`src/rtl/pit_pkg.sv`:
```
// Shared types and constants for the PIT sequencer and its request shadow.
// Latency: n/a (declarations only).
// Backpressure: n/a.
package pit_pkg;

    typedef enum logic [2:0] {
        ST_IDLE,
        ST_CLR,
        ST_WR_CFG,
        ST_WR_HI,
        ST_WR_LO,
        ST_ARMED
    } pit_state_t;

    localparam logic [1:0] PIT_ADDR_CFG = 2'b00;
    localparam logic [1:0] PIT_ADDR_HI  = 2'b01;
    localparam logic [1:0] PIT_ADDR_LO  = 2'b10;

    localparam int CFG_DIV_BIT = 7;
    localparam int CFG_REP_BIT = 6;

    typedef struct packed {
        logic        divider;
        logic        rep;
        logic [15:0] count;
    } pit_cfg_t;

    localparam int CFG_W = $bits(pit_cfg_t);

    function automatic logic [7:0] cfg_byte(input pit_cfg_t c);
        logic [7:0] b;
        b              = '0;
        b[CFG_DIV_BIT] = c.divider;
        b[CFG_REP_BIT] = c.rep;
        return b;
    endfunction

endpackage

```
`src/rtl/pit_req_shadow.sv`:
```
// Single-entry holding register for a queued timer request.
// Latency: contents visible the cycle after load.
// Backpressure: owner must not load while vld is set; flush beats load beats pop.
module pit_req_shadow #(
    parameter int W = 8
) (
    input  logic         clk,
    input  logic         reset,
    input  logic         load,
    input  logic [W-1:0] load_dat,
    input  logic         pop,
    input  logic         flush,
    output logic         vld,
    output logic [W-1:0] dat
);

    always_ff @(posedge clk) begin
        if (reset) begin
            vld <= 1'b0;
            dat <= '0;
        end else begin
            if (flush)
                vld <= 1'b0;
            else if (load)
                vld <= 1'b1;
            else if (pop)
                vld <= 1'b0;
            if (load)
                dat <= load_dat;
        end
    end

endmodule

```
`src/rtl/pit_sequencer.sv`:
```
// Programs the PIT (clear, cfg, count hi, count lo) and retires a request after N interrupts.
// Latency: first PIT write the cycle after accept; done one cycle after the final interrupt.
// Backpressure: req_ready drops while busy with the shadow full, and whenever cancel is high.
module pit_sequencer
    import pit_pkg::*;
#(
    parameter int FIRE_W = 8
) (
    input  logic              clk,
    input  logic              reset,
    input  logic              req_valid,
    output logic              req_ready,
    input  logic              req_divider,
    input  logic              req_repeat,
    input  logic [15:0]       req_count,
    input  logic [FIRE_W-1:0] req_fires,
    input  logic              cancel,
    output logic              pit_reset,
    output logic              pit_we,
    output logic [1:0]        pit_addr,
    output logic [7:0]        pit_data,
    input  logic              pit_irq,
    output logic              busy,
    output logic [FIRE_W-1:0] fire_count,
    output logic              done
);

    localparam int REQ_W = CFG_W + FIRE_W;

    pit_state_t        state, state_n;
    pit_cfg_t          act_cfg, act_cfg_n, req_cfg, shd_cfg;
    logic [FIRE_W-1:0] act_fires, act_fires_n, shd_fires, fire_inc;
    logic [REQ_W-1:0]  shd_dat;
    logic              shd_vld, shd_load, shd_pop, accept, complete;

    logic              pit_reset_n, pit_we_n, busy_n, done_n;
    logic [1:0]        pit_addr_n;
    logic [7:0]        pit_data_n;
    logic [FIRE_W-1:0] fire_count_n;

    assign req_cfg   = '{divider: req_divider, rep: req_repeat, count: req_count};
    assign req_ready = !cancel && (state == ST_IDLE || !shd_vld);
    assign accept    = req_valid && req_ready;
    assign fire_inc  = fire_count + 1'b1;
    assign complete  = (state == ST_ARMED) && pit_irq && !cancel &&
                       (act_fires != '0) && (fire_inc == act_fires);

    // A request that arrives on the completion edge with the shadow empty goes straight to active.
    assign shd_load = accept && (state != ST_IDLE) && !complete;
    assign shd_pop  = complete && shd_vld;
    assign {shd_cfg, shd_fires} = shd_dat;

    pit_req_shadow #(.W(REQ_W)) u_shadow (
        .clk      (clk),
        .reset    (reset),
        .load     (shd_load),
        .load_dat ({req_cfg, req_fires}),
        .pop      (shd_pop),
        .flush    (cancel),
        .vld      (shd_vld),
        .dat      (shd_dat)
    );

    always_ff @(posedge clk) begin
        if (reset) begin
            state     <= ST_IDLE;
            act_cfg   <= '0;
            act_fires <= '0;
        end else begin
            state     <= state_n;
            act_cfg   <= act_cfg_n;
            act_fires <= act_fires_n;
        end
    end

    always_comb begin
        state_n     = state;
        act_cfg_n   = act_cfg;
        act_fires_n = act_fires;
        case (state)
            ST_IDLE: begin
                if (accept) begin
                    state_n     = ST_WR_CFG;
                    act_cfg_n   = req_cfg;
                    act_fires_n = req_fires;
                end
            end
            ST_CLR:    state_n = ST_WR_CFG;
            ST_WR_CFG: state_n = ST_WR_HI;
            ST_WR_HI:  state_n = ST_WR_LO;
            ST_WR_LO:  state_n = ST_ARMED;
            ST_ARMED: begin
                if (complete) begin
                    if (shd_vld) begin
                        state_n     = ST_CLR;
                        act_cfg_n   = shd_cfg;
                        act_fires_n = shd_fires;
                    end else if (accept) begin
                        state_n     = ST_CLR;
                        act_cfg_n   = req_cfg;
                        act_fires_n = req_fires;
                    end else begin
                        state_n = ST_IDLE;
                    end
                end
            end
            default: state_n = ST_IDLE;
        endcase
        if (cancel)
            state_n = ST_IDLE;
    end

    // Outputs are computed from the next state so they register in step with it.
    always_comb begin
        pit_reset_n = 1'b1;
        pit_we_n    = 1'b0;
        pit_addr_n  = PIT_ADDR_CFG;
        pit_data_n  = 8'h00;
        case (state_n)
            ST_WR_CFG: begin
                pit_reset_n = 1'b0;
                pit_we_n    = 1'b1;
                pit_addr_n  = PIT_ADDR_CFG;
                pit_data_n  = cfg_byte(act_cfg_n);
            end
            ST_WR_HI: begin
                pit_reset_n = 1'b0;
                pit_we_n    = 1'b1;
                pit_addr_n  = PIT_ADDR_HI;
                pit_data_n  = act_cfg_n.count[15:8];
            end
            ST_WR_LO: begin
                pit_reset_n = 1'b0;
                pit_we_n    = 1'b1;
                pit_addr_n  = PIT_ADDR_LO;
                pit_data_n  = act_cfg_n.count[7:0];
            end
            ST_ARMED: pit_reset_n = 1'b0;
            default:  pit_reset_n = 1'b1;
        endcase

        busy_n = (state_n != ST_IDLE);
        done_n = complete;

        fire_count_n = fire_count;
        if (cancel)
            fire_count_n = fire_count;
        else if (state_n == ST_WR_CFG)
            fire_count_n = '0;
        else if (state == ST_ARMED && pit_irq)
            fire_count_n = fire_inc;
    end

    always_ff @(posedge clk) begin
        if (reset) begin
            pit_reset  <= 1'b1;
            pit_we     <= 1'b0;
            pit_addr   <= PIT_ADDR_CFG;
            pit_data   <= 8'h00;
            busy       <= 1'b0;
            fire_count <= '0;
            done       <= 1'b0;
        end else begin
            pit_reset  <= pit_reset_n;
            pit_we     <= pit_we_n;
            pit_addr   <= pit_addr_n;
            pit_data   <= pit_data_n;
            busy       <= busy_n;
            fire_count <= fire_count_n;
            done       <= done_n;
        end
    end

endmodule
```
`config.mk`:
```
export PLATFORM = sky130hd
export DESIGN_NAME = pit_sequencer
export DESIGN_NICKNAME = d
export VERILOG_FILES = /design/src/rtl/pit_pkg.sv /design/src/rtl/pit_req_shadow.sv /design/src/rtl/pit_sequencer.sv
export SDC_FILE = /design/constraint.sdc
export NUM_CORES = 1
export LEC_CHECK = 0
export BUFFER_PORTS_ARGS = -buffer_cell sky130_fd_sc_hd__buf_4
export CAP_MARGIN = 10
export CORE_UTILIZATION = 51
export CTS_CLUSTER_DIAMETER = 120
export CTS_CLUSTER_SIZE = 25
export DETAILED_ROUTE_END_ITERATION = 12
export PLACE_DENSITY = 0.76
export SETUP_SLACK_MARGIN = 0.5
export SLEW_MARGIN = 20
export SYNTH_ARGS = -nofsm -noshare
export SYNTH_HDL_FRONTEND = slang
export SYNTH_HIERARCHICAL = 1
export SYNTH_SLANG_ARGS = --single-unit
```
`constraint.sdc`:
```
create_clock -name clk -period 3 [get_ports clk]
set_input_delay 0.45 -clock clk [delete_from_list [all_inputs] [get_ports clk]]
set_output_delay 0.45 -clock clk [all_outputs]
set_load 0.05 [all_outputs]
```
==> results.toml, run 1 <==
[clock_network]
ctsLongestPathBuffers = 2
cts_tree = "done"
cts_made_buffers = 9
root_buffer = "clkbuf_8"
clkLatencyLatePin_ps = 360
htreeDepth = 3
clk_pin_slew_ps = 90
clock_sinks = 78
ctsHoldBuffers = 0

[worst_setup_path]
startpoint_type = "register"
reg2reg_from = "fire_count[0]"
cp_slowest_cell = "or4_4"
crit_top_cell = "nor3_4"
arrival_ps = 2750
crit_start = "fire_count[0]"
worstPathRequired_ps = 3220
critPathCaptureType = "register"
max_stage_delay_ps = 570
crit_cells = 10
crit_end = "u_shadow/dat[2]"
path_cells = "ha_4 > nand3_4 > xnor2_2 > or4_4 > nor3_4 > and2_4 > nor3_4 > clkbuf_16 > mux2i_1 > nor2_1"
crit_buf_inv = 1
r2r-end = "u_shadow/dat[2]"
r2r_slack_ps = 470
reg2reg_depth = 10
cp_max_fo = 7
cp_top_family = "simple AND/OR/NAND/NOR gates"
crit_type = "register to register"

[power]
pwr_density_cell_nw_per_um2 = 501.0
seqPwrFrac_pct = 48.1
switching_share_pct = 25.94
pwr-share-clk_pct = 40.3
p_sw_mw = 0.5854
internal_power_mw = 1.671
ir_worst_vdd_uv = 275.3
power.share.combinational_pct = 11.7
p_leak_nw = 1.757

[logic_synthesis]
ys_ff_latch = 78
syn_area_per_cell_um2 = 8.905
syn_inst = 383
seq_area_frac_synth_pct = 45.78
ys_types = 53
synthArstFlopShare_pct = 0
synth_nets = 415
synth-main-ff-cell = "dfxtp_1"
synthesis.area_um2 = 3411
synth-warning-count = 6
synth-edff-count = 0

[floorplan]
die_width_um = 83.78
core-area_um2 = 6386
die_area_um2 = 7019
rows = 29
io_pins = 54
initial_core_util_pct = 53.41
chipHeight_um = 83.78

[sta]
tightest_slew_ps = 1103
rsz0062_at_grt = "true"
tns_ps = 0
clock_skew_ps = 12.28
slew_viol_final = 0
fin_crit_sh_pct = 84.38
fmaxAchievable_mhz = 395.0
final-hold-violation-count = 0
post-route-min-period_ps = 2531
setup_viol = 0
relSlewSlack_pct = 25.92
timing.hold.ws_ps = 334.7

[finish]
nNetsFinal = 483
utilization_pct = 70.53
area_delta_synth_final_pct = 32.06
drive_above_1_share_pct = 31.80
n_antenna_cell = 0

[routing]
drcViolationCount = 0
wire_per_inst_um = 17.26
first_iter_violations = 256
dr.pass1.iters = 5
vias = 3117
postRouteWirelength_mm = 9.201
viasPerCell = 5.848
drt.antenna.violating_nets = 0

[run_status]
status = "completed"

[placement]
io_buffers = 53
gp_congestion = 0.8860
place_hpwl_mm = 5.658

[grt]
antenna_found_initial = 0
grt_pass1_wl_mm = 13.40
first_global_vias = 2735
grt-ovfl-total = 0
grt_max_degree = 64
track_usage_pct = 23.92

[flow_run]
drv_cap = 0

[worst_hold_path]
hold_class = "input pin to register"
[layer usage]
metal | GRT usage [%] | wire (um)
met5 | 0 | 0
met4 | 10.17 | 146
met3 | 3.165 | 473
met2 | 36.88 | 4461
met1 | 33.65 | 4121
[registers in the layout (all words and copies together), names as in the netlist]
| name | flops |
|---|---|
| state | 3 |
| pit_we | 1 |
| pit_data | 8 |
| act_cfg | 18 |
| fire_count | 8 |
| busy | 1 |
| act_fires | 8 |
| u_shadow/vld | 1 |
| pit_reset | 1 |
| u_shadow/dat | 26 |
| done | 1 |
| pit_addr | 2 |
[power groups by stage]
stage / registers (mW) / clock network (mW) / logic, mW
finish: 1.08 / 0.909 / 0.263
detailed placement: 1.11 / 0 / 0.228
CTS: 1.08 / 0.909 / 0.234
global route: 1.09 / 0.967 / 0.283
floorplan: 1.11 / 0 / 0.143
global placement: 1.11 / 0 / 0.224
[how the worst min path moves through the flow]
stage	startpoint	end	slack (ps)	cells after the start
after detailed placement	fire_count[7]	fire_count[7]	470	1
after global routing	req_count[13]	act_cfg[13]	330	3
final	req_count[12]	u_shadow/dat[20]	330	3
after CTS	req_count[12]	u_shadow/dat[20]	330	3
after global placement	act_cfg[10]	act_cfg[10]	460	2
after floorplan	act_cfg[14]	act_cfg[14]	440	2
[worst reg2reg max path, stage by stage (launching register included)]
cell,delay [ps]
dfxtp_4,390
ha_4,190
nand3_4,100
xnor2_2,140
or4_4,570
nor3_4,260
and2_4,220
nor3_4,80
clkbuf_16,250
mux2i_1,160
nor2_1,60
[cell families after synthesis]
logic type | count (synthesis) | synth area share, %
AO/OA/AOI/OAI | 99 | 19.15
XOR/XNOR | 12 | 3.081
adder cells (fa/ha/maj) | 1 | 0.3668
buffers and inverters | 30 | 4.842
flip-flops | 78 | 45.78
multiplexers | 29 | 8.511
AND/OR/NAND/NOR | 134 | 18.27
[final cells by class]
class | count | area (um^2)
Tap cell | 77 | 96.34
Multi-Input combinational cell | 275 | 1908
Clock inverter | 6 | 91.34
Clock buffer | 10 | 137.6
Timing Repair Buffer | 79 | 663.1
Sequential cell | 78 | 1578
Fill cell | 485 | 1882
Inverter | 8 | 30.03
[through the flow]
| step | cells | instance area (um^2) | setup slack (ps) | total power, mW |
|---|---|---|---|---|
| 5_1_grt | 533 | 4504 | 370.6 | 2.338 |
| 3_3_place_gp | 502 | 3941 | 339.4 | 1.329 |
| 6_report | 533 | 4504 | 468.5 | 2.256 |
| 4_1_cts | 519 | 4204 | 508.4 | 2.227 |
| 2_1_floorplan | 383 | 3497 | 419.7 | 1.255 |
| 3_5_place_dp | 502 | 3941 | 250.9 | 1.335 |
[Yosys cell counts (all sizes together), types with 8 or more instances]
library cell / n / area, um^2
clkbuf: 11 / 41.29
mux2i: 29 / 290.3
a21oi: 36 / 187.7
dfxtp: 78 / 1562
o21ai: 11 / 55.05
buf: 11 / 93.84
o22a: 8 / 70.07
nor2: 60 / 227.7
a22oi: 12 / 90.09
o22ai: 14 / 87.58
nand2: 33 / 126.4
inv: 8 / 30.03
[timing repair]
action	in CTS	in global routing
pin swaps	3	22
endpoints found under the setup margin	43	56
resized for setup	6	37
setup buffers	1	10
gates cloned	0	4
[cells in the final DEF (no fill, tap or decap), types with 8 or more instances in the layout]
cell,instances
mux2i_1,29
inv_1,8
nand2_1,25
o21ai_0,11
nor2_1,58
dfxtp_1,71
o22ai_1,14
buf_4,70
a21oi_1,29
clkbuf_8,10
o22a_1,8
No activity file was read; power rests on OpenSTA's default activity.
==> run 2, diff against run 1 <==
--- a/config.mk
+++ b/config.mk
@@ -7,11 +7,11 @@
 export LEC_CHECK = 0
 export BUFFER_PORTS_ARGS = -buffer_cell sky130_fd_sc_hd__buf_4
 export CAP_MARGIN = 10
-export CORE_UTILIZATION = 51
+export CORE_UTILIZATION = 55
 export CTS_CLUSTER_DIAMETER = 120
 export CTS_CLUSTER_SIZE = 25
 export DETAILED_ROUTE_END_ITERATION = 12
-export PLACE_DENSITY = 0.76
+export PLACE_DENSITY = 0.78
 export SETUP_SLACK_MARGIN = 0.5
 export SLEW_MARGIN = 20
 export SYNTH_ARGS = -nofsm -noshare
==> constraint.sdc (replaced) <==
create_clock -name clk -period 2.5 [get_ports clk]
set_input_delay 0.375 -clock clk [delete_from_list [all_inputs] [get_ports clk]]
set_output_delay 0.375 -clock clk [all_outputs]
set_load 0.05 [all_outputs]
==> run 2 against run 1 <==
The run now ends with setup timing left. Setup slack got worse by 540 ps. Via count is 2.9% higher. First-iteration DRC count down 13%. Critical path depth up 2. Maximum frequency shrank 1.6%. Critical endpoint is now u_shadow/dat[14]. Largest cell class unchanged. Largest power group unchanged.
==> results.toml, run 2 (synthesized netlist as in run 1, its figures left out) <==
[finish]
top_register = "u_shadow/dat"
n_antenna_cell = 0
top_regs = "u_shadow/dat x26, act_cfg x18"
final_area_um2 = 4792
final_common_cell = "buf_4"
final_cell_mix = "71 x buf_4, 69 x dfxtp_1, 57 x nor2_1"
nNetsFinal = 498
largest_register_ffs = 26
area_delta_synth_final_pct = 40.50
fillers = 369
multi_input_area_um2 = 2068
seq_area_um2 = 1580
drive_above_1_share_pct = 38.72

[clock_network]
root_buffer = "clkbuf_8"
htreeDepth = 3
cts_tree = "done"
ctsLongestPathBuffers = 2
clkLatencyLatePin_ps = 350
clock_sinks = 78
cts_made_buffers = 9
clk_pin_slew_ps = 80

[worst_setup_path]
critPathCaptureType = "register"
crit_type = "register to register"
startpoint_type = "register"
cp_max_fo = 10
arrival_ps = 2790
worstPathRequired_ps = 2720

[routing]
drcViolationCount = 0
wire_per_inst_um = 17.80
dr.pass1.iters = 5
vias = 3206
first_iter_violations = 223
viasPerCell = 5.883
drt.antenna.violating_nets = 0
postRouteWirelength_mm = 9.703

[placement]
placedInstanceArea_um2 = 4148
pre_cts_ws_ps = -16.22
gp_congestion = 0.8741
io_buffers = 53
place_hpwl_mm = 5.840

[sta]
fin_crit_sh_pct = 102.9
post-route-min-period_ps = 2572
setup_viol = 21
final-hold-violation-count = 0
slew_viol_final = 0
relSlewSlack_pct = 52.86
rsz0062_at_grt = "true"
fmaxAchievable_mhz = 388.8
tightest_slew_ps = 703.2
worst_slack_ps = -71.98
clock_skew_ps = 7.714

[worst_hold_path]
hold_class = "input pin to register"

[floorplan]
initial_core_util_pct = 57.27
core-area_um2 = 5956
die_width_um = 80.75
io_pins = 54
chipHeight_um = 80.75
die_area_um2 = 6521
rows = 28

[run_status]
status = "finished with violations"
violations = "setup timing"

[power]
ir_worst_vdd_uv = 497.1
p_leak_nw = 1.868
pwr_density_cell_nw_per_um2 = 534.1

[grt]
antenna_found_initial = 0
track_usage_pct = 28.31
grt_pass1_wl_mm = 13.94
first_global_vias = 2920
grt-ovfl-total = 0
grt_max_degree = 64

[flow_run]
drv_cap = 0
-- run 2: changes by cell type in the layout (fill, tap and decap cells not counted), moves of 3 or more --
cell,delta
buf_6,+11
o22ai_1,-9
o22ai_2,+9
a22oi_1,-5
a22oi_2,+5
buf_12,+3
nand2_1,+3
-- run 2: worst paths after layout --
| check | from | to | slack (ps) | depth (start not counted) |
|---|---|---|---|---|
| worst max register to register | fire_count[0] | u_shadow/dat[14] | -70 | 12 |
| worst min-delay path | req_count[14] | u_shadow/dat[22] | 260 | 3 |
| worst min register to register | act_cfg[10] | act_cfg[10] | 480 | 2 |
| worst max-delay path | fire_count[0] | u_shadow/dat[14] | -70 | 12 |
-- run 2: critical path, cell delays in order (launching register included) --
cell and delay [ps]:
dfxtp_4 360, ha_4 160, nand3_4 90, xnor2_2 150, or4_4 560, nor3_4 210
buf_4 140, and2_4 150, nor3_4 40, buf_12 180, buf_12 140, mux2i_1 190
nor2_1 60
-- run 2: timing repair --
action / CTS / global route
setup endpoints to repair: 66 / 66
setup buffers: 6 / 6
gates cloned: 0 / 1
pin swaps: 6 / 25
gates resized for setup: 21 / 50
hold buffers: 0 / 0
-- run 2: metal layers --
metal	vias up	track usage, %	part of all wire, %
li1	1524	-	-
met1	1530	38.93	43
met2	130	43.39	49
met3	22	4.382	5.5
met4	0	13.75	2.2
met5	-	0	0
-- run 2: area by class of cell --
| cell class | count | share of cell area, % |
|---|---|---|
| flip-flops and latches | 78 | 32.98 |
| multi-input cells | 275 | 43.16 |
| clock buffers | 12 | 3.264 |
| clock inverters | 3 | 0.3916 |
| inverters | 8 | 0.6266 |
| well taps | 75 | 1.958 |
| repair buffers | 94 | 17.62 |
-- run 2: per-stage QoR --
stage	power [mW]	util (%)	cells	hold WS [ps]	setup TNS, ps
6_report	2.559	80.46	545	262.8	-472.9
5_1_grt	2.654	80.46	545	264.6	-3589
4_1_cts	2.491	75.06	538	257.5	0
3_5_place_dp	1.628	69.64	517	462.4	-16.22
3_3_place_gp	1.618	69.64	517	454.1	0
2_1_floorplan	1.515	-	383	442.5	-1674
-- run 2: report_power, final --
part           switching (mW)  total (mW)  internal [mW]  leakage, nW
Clock                   0.455       0.870          0.415       0.0913
Sequential             0.0316        1.31           1.28        0.638
Combinational           0.202       0.382          0.180         1.14
==> run 3, diff against run 2 <==
--- a/config.mk
+++ b/config.mk
@@ -11,7 +11,7 @@
 export CTS_CLUSTER_DIAMETER = 120
 export CTS_CLUSTER_SIZE = 25
 export DETAILED_ROUTE_END_ITERATION = 12
-export PLACE_DENSITY = 0.78
+export PLACE_DENSITY = 0.82
 export SETUP_SLACK_MARGIN = 0.5
 export SLEW_MARGIN = 20
 export SYNTH_ARGS = -nofsm -noshare
==> run 3 against run 2 <==
The flow still finishes with violations (setup timing). Clock-buffer cell count down 2. Sequential share of layout area is 1.2 points higher. Via count is 2.4% higher. Setup slack improved by 56 ps. Sequential power hardly changed. Wire length fell by 2.5%. Critical path depth down 1. Critical endpoint is now u_shadow/dat[13].
==> results.toml, run 3 (synthesized netlist as in run 1, its figures left out) <==
[power]
ir_worst_vdd_uv = 459.0
internal_power_mw = 2.023
p_leak_nw = 1.814
pwr-share-clk_pct = 39.8
seqPwrFrac_pct = 47.8
pwr_density_cell_nw_per_um2 = 588.7
p_sw_mw = 0.7005
power.share.combinational_pct = 12.4
switching_share_pct = 25.72

[finish]
drive_above_1_share_pct = 33.19
nNetsFinal = 494
n_antenna_cell = 0
top_regs = "u_shadow/dat x26, act_cfg x18"
seq_area_um2 = 1583
largest_register_ffs = 26
area_delta_synth_final_pct = 35.66
utilization_pct = 77.69
fillers = 387
final_common_cell = "buf_4"
multi_input_area_um2 = 1899
final_cell_mix = "72 x buf_4, 69 x dfxtp_1, 59 x nor2_1"
top_register = "u_shadow/dat"

[run_status]
status = "finished with violations"
violations = "setup timing"

[grt]
first_global_vias = 3159
grt_max_degree = 64
grt-ovfl-total = 0
antenna_found_initial = 0
grt_pass1_wl_mm = 14.96
track_usage_pct = 30.17

[worst_setup_path]
crit_end = "u_shadow/dat[13]"
reg2reg_depth = 11
r2r_slack_ps = -20
reg2reg_from = "fire_count[1]"
critPathCaptureType = "register"
crit_start = "fire_count[1]"
cp_max_fo = 10
worstPathRequired_ps = 2720
startpoint_type = "register"
arrival_ps = 2740
crit_type = "register to register"
r2r-end = "u_shadow/dat[13]"

[routing]
drcViolationCount = 0
first_iter_violations = 252
postRouteWirelength_mm = 9.462
wire_per_inst_um = 17.46
drt.antenna.violating_nets = 0
viasPerCell = 6.059
dr.pass1.iters = 4
vias = 3284

[sta]
final-hold-violation-count = 0
fmaxAchievable_mhz = 397.5
setup_viol = 6
worst_slack_ps = -15.75
relSlewSlack_pct = 40.35
post-route-min-period_ps = 2516
rsz0062_at_grt = "true"
clock_skew_ps = 7.072
slew_viol_final = 0
fin_crit_sh_pct = 100.6
tightest_slew_ps = 887.9

[placement]
place_hpwl_mm = 5.698
pre_cts_ws_ps = -87.64
gp_congestion = 0.9199
io_buffers = 53

[clock_network]
clock_sinks = 78
clkLatencyLatePin_ps = 360
cts_tree = "done"
ctsHoldBuffers = 0
htreeDepth = 3
ctsLongestPathBuffers = 2
cts_made_buffers = 9
clk_pin_slew_ps = 80
root_buffer = "clkbuf_8"

[floorplan]
core-area_um2 = 5956
die_width_um = 80.75
initial_core_util_pct = 57.27
rows = 28
die_area_um2 = 6521
chipHeight_um = 80.75
io_pins = 54

[flow_run]
drv_cap = 0

[worst_hold_path]
hold_class = "input pin to register"
==> run 3: per-layer routing <==
| metal | GRT usage (%) | up-vias | share of wire [%] |
|---|---|---|---|
| met5 | 0 | - | 0 |
| met4 | 12.50 | 0 | 2.1 |
| li1 | - | 1526 | - |
| met1 | 36.02 | 1570 | 39 |
| met3 | 5.281 | 23 | 7.8 |
| met2 | 53.39 | 165 | 51 |
==> run 3: power groups by stage <==
stage / logic [mW] / registers (mW) / clock network, mW
2_1_floorplan: 0.179 / 1.34 / 0
3_3_place_gp: 0.284 / 1.33 / 0
3_5_place_dp: 0.293 / 1.33 / 0
4_1_cts: 0.318 / 1.30 / 1.09
5_1_grt: 0.360 / 1.31 / 1.14
6_report: 0.339 / 1.30 / 1.08
==> run 3: through the flow <==
stage / power, mW / instances / TNS, ps / cell area [um^2] / hold slack (ps)
after floorplan: 1.515 / 383 / -1674 / 3566 / 442.5
after global placement: 1.612 / 511 / -13.36 / 4103 / 457.3
after detailed placement: 1.623 / 511 / -662.9 / 4103 / 465.0
after CTS: 2.712 / 539 / 0 / 4552 / 252.4
after global routing: 2.804 / 542 / -2529 / 4627 / 274.3
final: 2.724 / 542 / -46.85 / 4627 / 260.4
==> run 3: worst max-delay path: stages, from the launching register on <==
cell and delay [ps]:
dfxtp_4 360, ha_4 280, xnor2_2 110, nand2_1 80, or4_4 530, nor3_4 200, and2_4 200, nor3_4 60
buf_6 180, buf_12 140, mux2i_1 170, nor2_1 70
==> run 3: layout make-up <==
type / instances / share of cell area, %
clock buffer: 10 / 2.975
clock inverter: 6 / 2.028
multi-input combinational: 275 / 41.05
timing repair buffer: 90 / 17.06
inverter: 8 / 0.6490
tap: 75 / 2.028
sequential: 78 / 34.21
==> run 3: worst min-delay path by stage <==
stage / slack (ps) / end / start / cells past startpoint
floorplan: 440 / pit_data[2] / act_cfg[10] / 2
global placement: 460 / act_cfg[10] / act_cfg[10] / 2
detailed placement: 460 / pit_data[2] / act_cfg[10] / 2
CTS: 250 / u_shadow/dat[5] / req_fires[5] / 3
global route: 270 / u_shadow/dat[12] / req_count[4] / 3
finish: 260 / u_shadow/dat[2] / req_fires[2] / 3
==> run 3: timing repair <==
action,in CTS,in global routing
gates cloned,1,0
endpoints found under the setup margin,66,66
buffers inserted,11,3
pin swaps,12,7
hold endpoints to repair,0,0
resized for setup,23,15
